### config.mk
export PLATFORM = sky130hd
export DESIGN_NAME = pbkdf2_host
export DESIGN_NICKNAME = d
export VERILOG_FILES = /design/src/rtl/pbkdf2_pkg.sv /design/src/rtl/pbkdf2_word_ser.sv /design/src/rtl/pbkdf2_host.sv
export SDC_FILE = /design/constraint.sdc
export NUM_CORES = 2
export LEC_CHECK = 0
export ABC_AREA = 1
export CORE_AREA = 2 2 558 560
export DETAILED_ROUTE_END_ITERATION = 16
export DIE_AREA = 0 0 560 562
export PLACE_DENSITY = 0.33
export SLEW_MARGIN = 20
export SYNTH_ARGS = -nofsm -noshare
export SYNTH_HDL_FRONTEND = slang
export SYNTH_SLANG_ARGS = --single-unit
### constraint.sdc
create_clock -name clk_i -period 5.35 [get_ports clk_i]
set_clock_uncertainty 0.15 [all_clocks]
set_input_delay 1.07 -clock clk_i [delete_from_list [all_inputs] [get_ports clk_i]]
set_output_delay 1.07 -clock clk_i [all_outputs]
set_load 0.1 [all_outputs]
### src/rtl/pbkdf2_pkg.sv
// pbkdf2_pkg: shared states, frame geometry and error-bit positions for the pbkdf2 host.
package pbkdf2_pkg;
    typedef enum logic [1:0] {ST_LOAD, ST_ISSUE, ST_WAIT, ST_DRAIN} state_t;
    localparam int WORD_W    = 32;
    localparam int JOB_WORDS = 34;
    localparam int OUT_WORDS = 8;
    localparam logic [5:0] IDX_ITERS = 6'd0;
    localparam logic [5:0] IDX_SLEN  = 6'd1;
    localparam logic [5:0] IDX_PASS0 = 6'd2;
    localparam logic [5:0] IDX_SALT0 = 6'd18;
    localparam logic [5:0] IDX_LAST  = 6'(JOB_WORDS - 1);
    localparam int ERR_FRAME = 0;
    localparam int ERR_ITERS = 1;
endpackage

### src/rtl/pbkdf2_word_ser.sv
// pbkdf2_word_ser: loads a 256-bit hash and streams it MSW first as 32-bit valid/ready/last words.
module pbkdf2_word_ser
    import pbkdf2_pkg::*;
(
    input  logic         clk_i,
    input  logic         rst_i,
    input  logic         load_i,
    input  logic [255:0] hash_i,
    input  logic         m_ready_i,
    output logic [31:0]  m_data_o,
    output logic         m_valid_o,
    output logic         m_last_o,
    output logic         done_o
);
    logic [255:0] sh;
    logic [2:0]   k;
    logic         valid;

    always_ff @(posedge clk_i) begin
        if (!rst_i) begin
            sh    <= '0;
            k     <= '0;
            valid <= 1'b0;
        end else if (load_i) begin
            sh    <= hash_i;
            k     <= '0;
            valid <= 1'b1;
        end else if (valid && m_ready_i) begin
            sh    <= {sh[223:0], 32'h0};
            k     <= k + 3'd1;
            valid <= k != 3'(OUT_WORDS - 1);
        end
    end

    always_comb begin
        m_data_o  = sh[255 -: 32];
        m_valid_o = valid;
        m_last_o  = valid && (k == 3'(OUT_WORDS - 1));
        done_o    = m_last_o && m_ready_i;
    end
endmodule

### src/rtl/pbkdf2_host.sv
// pbkdf2_host: collects a 34-word job frame, issues it to the pbkdf2 core and streams back the 256-bit hash.
module pbkdf2_host
    import pbkdf2_pkg::*;
(
    input  logic         clk_i,
    input  logic         rst_i,
    input  logic [31:0]  s_data_i,
    input  logic         s_valid_i,
    input  logic         s_last_i,
    output logic         s_ready_o,
    output logic         core_in_valid_o,
    input  logic         core_in_ready_i,
    output logic [31:0]  core_iters_o,
    output logic [511:0] core_pass_o,
    output logic [511:0] core_salt_o,
    output logic [5:0]   core_salt_len_o,
    input  logic         core_out_valid_i,
    output logic         core_out_ready_o,
    input  logic [255:0] core_hash_i,
    output logic [31:0]  m_data_o,
    output logic         m_valid_o,
    output logic         m_last_o,
    input  logic         m_ready_i,
    output logic [1:0]   err_o,
    input  logic         err_clr_i,
    output logic [15:0]  jobs_done_o
);
    state_t       state, nxt;
    logic [5:0]   idx;
    logic [31:0]  iters;
    logic [5:0]   slen;
    logic [511:0] pass, salt;
    logic [1:0]   err;
    logic [15:0]  jobs_done;
    logic         acc, at_last, frame_err, iters_err, job_ok, capture, ser_done;

    always_comb begin
        acc       = (state == ST_LOAD) && s_valid_i;
        at_last   = idx == IDX_LAST;
        frame_err = acc && (s_last_i != at_last);
        iters_err = acc && at_last && s_last_i && (iters == '0);
        job_ok    = acc && at_last && s_last_i && (iters != '0);
        capture   = (state == ST_WAIT) && core_out_valid_i;
        nxt       = state;
        unique case (state)
            ST_LOAD:  nxt = job_ok ? ST_ISSUE : ST_LOAD;
            ST_ISSUE: nxt = core_in_ready_i ? ST_WAIT : ST_ISSUE;
            ST_WAIT:  nxt = core_out_valid_i ? ST_DRAIN : ST_WAIT;
            ST_DRAIN: nxt = ser_done ? ST_LOAD : ST_DRAIN;
            default:  nxt = ST_LOAD;
        endcase
    end

    always_ff @(posedge clk_i) begin
        if (!rst_i) state <= ST_LOAD;
        else        state <= nxt;
    end

    // Pass and salt shift in MSW first, so after 16 words the first one sits at [511:480].
    always_ff @(posedge clk_i) begin
        if (!rst_i) begin
            idx       <= '0;
            iters     <= '0;
            slen      <= '0;
            pass      <= '0;
            salt      <= '0;
            err       <= '0;
            jobs_done <= '0;
        end else begin
            if (acc) begin
                idx <= (frame_err || at_last) ? 6'd0 : idx + 6'd1;
                if (idx == IDX_ITERS) iters <= s_data_i;
                if (idx == IDX_SLEN)  slen  <= s_data_i[5:0];
                if (idx >= IDX_PASS0 && idx < IDX_SALT0) pass <= {pass[479:0], s_data_i};
                if (idx >= IDX_SALT0) salt <= {salt[479:0], s_data_i};
            end
            err[ERR_FRAME] <= (err[ERR_FRAME] && !err_clr_i) || frame_err;
            err[ERR_ITERS] <= (err[ERR_ITERS] && !err_clr_i) || iters_err;
            if (capture) jobs_done <= jobs_done + 16'd1;
        end
    end

    pbkdf2_word_ser u_ser (
        .clk_i     (clk_i),
        .rst_i     (rst_i),
        .load_i    (capture),
        .hash_i    (core_hash_i),
        .m_ready_i (m_ready_i),
        .m_data_o  (m_data_o),
        .m_valid_o (m_valid_o),
        .m_last_o  (m_last_o),
        .done_o    (ser_done)
    );

    // Ready is masked while reset is held so nothing reports acceptance during reset.
    always_comb begin
        s_ready_o        = rst_i && (state == ST_LOAD);
        core_in_valid_o  = state == ST_ISSUE;
        core_out_ready_o = state == ST_WAIT;
        core_iters_o     = iters;
        core_pass_o      = pass;
        core_salt_o      = salt;
        core_salt_len_o  = slen;
        err_o            = err;
        jobs_done_o      = jobs_done;
    end
endmodule
* Word-level counts from Yosys, hierarchy flattened
Index checks and enable logic that the tools add are counted.
** Operators by class
- Add/sub/neg operators :: 3
- Magnitude comparators :: 3
- Equal/unequal tests :: 8
- Mux-type cells :: 10
- Bitwise logic cells :: 1
- Reduce and logical (&&, ||, !) cells :: 28
** Operators with widths (count)
- 256-bit 2-to-1 mux :: 2
- 32-bit logical NOT :: 1
- 32-bit nonzero test :: 1
- 16-bit by 1-bit adder with 16-bit output (second input constant) :: 1
- 1-bit logical AND :: 14
- 2-bit case mux with 4 select lines :: 1
- 2-bit AND reduction :: 4
- 6-bit by 1-bit adder with 6-bit output (second input constant) :: 1
- 6-bit by 1-bit == test with 1-bit output (second input constant) :: 1
- 6-bit == test (second input constant) :: 1
- 6-bit by 2-bit greater-or-equal comparator with 1-bit output (second input constant) :: 1
- 6-bit by 5-bit greater-or-equal comparator with 1-bit output (second input constant) :: 1
- 6-bit logical NOT :: 1
- 6-bit by 5-bit less-than comparator with 1-bit output (second input constant) :: 1
- 6-bit 2-to-1 mux :: 1
- 2-bit == test (second input constant) :: 2
- 1-bit 2-to-1 mux :: 4
- 2-bit 2-to-1 mux :: 2
- 3-bit by 1-bit adder with 3-bit output (second input constant) :: 1
- 3-bit == test (second input constant) :: 1
- 1-bit logical OR :: 3
- 3-bit != test (second input constant) :: 1
- 2-bit by 1-bit == test with 1-bit output (second input constant) :: 1
- 2-bit logical NOT :: 1
- other kinds (5) :: 5
** Storage, ports and cells
- Flip-flop bits (word level) :: 1348
- Input port bits :: 296
- Output and inout bits :: 1117
- Logic and storage cells :: 64

* Logic depth before layout (Yosys ltp)
- Word-level depth :: 7
- Mapped depth :: 9
- Depth with buffers taken out :: 9

* By module
From an unflattened synthesis, not the netlist that was laid out.
** Second synthesis, totals
- Cell total of the unflattened synthesis :: 7372
- Area total of the unflattened synthesis :: 54604.9 um2
** By module, submodules not included
- pbkdf2_host :: instances 1, cells each 5453, area an instance 42005.3 um2, seq. area each 21780.9 um2
- pbkdf2_word_ser :: instances 1, cells each 1919, area an instance 12599.6 um2, seq. area each 5205.0 um2

* Worst setup path before layout
OpenSTA, ideal clock, no wires.
- Path kind :: input -> output
- Start point :: input port rst_i
- End point :: output port s_ready_o
- Data arrival time :: 3016 ps
- Data required time :: 4130 ps
- Path slack :: 1114 ps
- Stages on the path :: 5
- Buffers on the path :: 3
- Cells stage by stage :: clkbuf_1 inv_1 buf_2 buf_1 nor2_1
** Between the ends
- Cells in the longest elaborated chain, start to end :: 1
** RTL lines
- from (decl) :: line pbkdf2_host.sv:6 : input logic rst_i,
- 1-bit logical AND :: line pbkdf2_host.sv:97 : s_ready_o = rst_i && (state == ST_LOAD);
- to (decl) :: line pbkdf2_host.sv:10 : output logic s_ready_o,
Every way passes these cells.

* Worst setup path after layout
- Start point :: register state[0]
- End point :: output port core_out_ready_o
** Between the ends
- Cells in the longest elaborated chain, start to end :: 1
** RTL lines
- from (decl) :: line pbkdf2_host.sv:28 : state_t state, nxt;
- from (signal assigned) :: line pbkdf2_host.sv:56 : else state <= nxt;
- 2-bit == test :: line pbkdf2_host.sv:99 : core_out_ready_o = state == ST_WAIT;
- to (decl) :: line pbkdf2_host.sv:18 : output logic core_out_ready_o,
Every way passes these cells.

==> impl_metrics.json <==
{
  "status": "completed",
  "maxCapViolCount": 0,
  "cp_max_fo": 6,
  "holdBufCountCts": 0,
  "cts_resized": 0,
  "ys_seq_area_share_pct": 53.8,
  "fin_nets": 7744,
  "synth_common_cells": "dfxtp_1 (1348), nor2_1 (1168), nand2_1 (979), o21ai_0 (847), a21oi_1 (632)",
  "ys.flop_type": "dfxtp_1",
  "grt_pass1_vias": 49600,
  "synth_cell_types": 30,
  "rsz0062_at_grt": "no",
  "fin_area_um2": 73300,
  "dieArea_um2": 315000,
  "syn_to_final_growth_pct": 46.3,
  "critPathRequiredTime_ns": 4.13,
  "totalPowerFinal_mw": 23.9,
  "ys_top_cells_by_area": "dfxtp_1 (54%), nor2_1 (8.7%), o21ai_0 (8.5%)",
  "max_clock_freq_mhz": 243,
  "avgSynthCellArea_um2": 7.82,
  "die_y_um": 562,
  "tightest_slew_ns": 1.42,
  "drt_iter0_drc": 3605,
  "setup_viol": 0,
  "worst_ep_arrival_time_ns": 2.89,
  "synth_cells": 6409,
  "worstSkewPairLatency_ns": 0.85,
  "r2r-start": "idx[0]$_SDFFE_PN0P_",
  "drv_slew": 0,
  "io_buffers": 1412,
  "drtAntennaViolNets": 0,
  "drt-total-wl_um": 302000,
  "critPathKind": "register to output port",
  "dp_hpwl_um": 218000,
  "period_needed_ns": 4.11,
  "slew_headroom_pct": 5.09,
  "fin_cells": 11700,
  "clk_pin_slew_ns": 0.06,
  "min_to": "core_salt_len_o[5]$_SDFFE_PN0P_",
  "drive_gt1_share_pct": 6.14,
  "syn_nets": 6712,
  "wl_per_cell_um": 25.8,
  "cp-start-kind": "register",
  "yosysWarnings": 0,
  "hold_violations": 0,
  "start_util_pct": 16.3,
  "ir_drop_mv": 0.230,
  "cts_root_buffer": "clkbuf_16",
  "layout_setup_ws_ns": 1.24,
  "crit_top_cell": "inv_1",
  "tritoncts": "built",
  "die_w_um": 560,
  "p_leak_nw": 26.4,
  "drc_errors": 0,
  "dp_slack_ns": 1.48,
  "htree_num_levels": 4,
  "boundaryPins": 1413,
  "finalCritPeriodShare_pct": 76.9,
  "antenna_found_initial": 56,
  "drt-vias-per-instance": 4.30,
  "cp_num_cells": 4,
  "slowest_stage": "clkdlybuf4s50_1",
  "min_from": "core_salt_len_o[5]$_SDFFE_PN0P_",
  "fp.coreArea_um2": 308000,
  "max_stage_delay_ns": 1.19,
  "reg2reg_slack_ns": 2.15,
  "p_per_area_nw_per_um2": 326,
  "async_flop_share_pct": 0,
  "critical-path-top-delay-family": "buffers and inverters",
  "critPathBufInv": 3,
  "end_kind": "output port",
  "worstRegToRegCells": 8,
  "cts_made_buffers": 181,
  "gr-total-overflow": 0,
  "rows": 204,
  "place_congestion": 0.835,
  "finalCoreUtilization_pct": 23.8,
  "reg2reg_to": "core_pass_o[256]$_SDFFE_PN0P_",
  "cts.sinks": 1348,
  "post-cts-setup-buffers": 0,
  "worstHoldPathCells": 2,
  "postPlaceCellArea_um2": 67300,
  "synth_top_cell_by_area": "dfxtp_1",
  "placed_cells": 11400,
  "syn-cell-area_um2": 50100,
  "drt_first_pass_iters": 5,
  "crit_chain": "inv_1, nand2_1, inv_1, clkdlybuf4s50_1",
  "hp-class": "register to register",
  "cts_buffer_depth": 4,
  "synth_edf_count": 0,
  "grt_pass1_wl_um": 413000,
  "ys_seq_elements": 1348,
  "fin_tns_setup_ns": 0,
  "dr_total_vias": 50400,
  "yosysMostFrequentCell": "dfxtp_1",
  "grt_max_degree": 204,
  "holdWs_ns": 0.305,
  "grtUsageTotal_pct": 18.2,
  "synth_top_area_share_pct": 53.8
}
==> layout make-up <==
class	count	area, um2
diodes	15	37.5
clock buffers	275	5390
clock inverters	45	643
fillers	34200	235000
inverters	78	329
multi-input cells	4353	20100
flip-flops and latches	1348	27000
well taps	4120	5150
repair buffers	1479	14700
==> report_power, final <==
| part | switching (mW) | internal [mW] | total (mW) |
|---|---|---|---|
| clock network | 5.02 | 7.56 | 12.6 |
| registers | 0.0354 | 10.1 | 10.1 |
| logic | 0.909 | 0.338 | 1.25 |
==> cell usage in the layout (no fill, tap or decap), types with 2 or more instances in the layout <==
master	count
nor3b_1	3
inv_2	5
nand3_2	2
buf_12	28
buf_4	120
a21oi_1	632
inv_1	68
nor2_2	2
clkdlybuf4s50_1	1306
nand4_1	521
nor3_1	6
o21ai_0	847
nand2_1	978
clkbuf_1	49
bufinv_16	13
xor2_1	4
inv_16	4
diode_2	15
inv_6	3
nor2_1	1168
nand3_1	13
buf_2	24
clkinvlp_4	3
clkinv_2	21
clkbuf_8	40
nand2_8	2
inv_8	2
ha_1	7
dfxtp_1	1348
clkinv_4	2
nand3_4	3
a31oi_1	159
clkbuf_16	186
==> worst register-to-register path: stages (launching register included) <==
cell and delay, ns:
dfxtp_1 0.40, inv_1 0.11, ha_1 0.20, nor2_1 0.29
nand2_8 0.39, nand3_4 0.50, buf_12 0.60, nand2_1 0.34
a21oi_1 0.16
==> kinds of logic after synthesis <==
kind of cell | after synthesis | synth area share [%]
flops | 1348 | 53.8
fa+ha+maj | 7 | 0.175
compound gates | 1640 | 16.8
simple gates | 2702 | 23.0
xor+xnor | 4 | 0.0699
buf+inv | 708 | 6.08
==> state kept, by name (all words and copies together), names as in the netlist <==
name,count
state,2
idx,6
core_salt_len_o,6
u_ser.sh,256
core_pass_o,512
u_ser.m_valid_o,1
core_iters_o,32
u_ser.k,3
err_o,2
core_salt_o,512
jobs_done_o,16
==> how the worst max path moves through the flow <==
| stage | start | endpoint | slack, ns |
|---|---|---|---|
| after floorplan | rst_i | s_ready_o | 1.11 |
| after global placement | s_valid_i | core_salt_o[67]$_SDFFE_PN0P_ | 1.44 |
| after detailed placement | s_valid_i | core_salt_o[159]$_SDFFE_PN0P_ | 1.48 |
| after CTS | state[0]$_SDFF_PN0_ | core_out_ready_o | 1.11 |
| after global routing | state[0]$_SDFF_PN0_ | core_out_ready_o | 1.10 |
| final | state[0]$_SDFF_PN0_ | core_out_ready_o | 1.24 |
==> layer usage <==
metal	up-vias	GRT usage (%)	wire length (um)
li1	23900	-	-
met1	24500	20.7	119000
met2	1647	31.5	147000
met3	352	7.15	28300
met4	30	5.05	8160
met5	-	0	195
No activity file was read; power rests on OpenSTA's default activity.
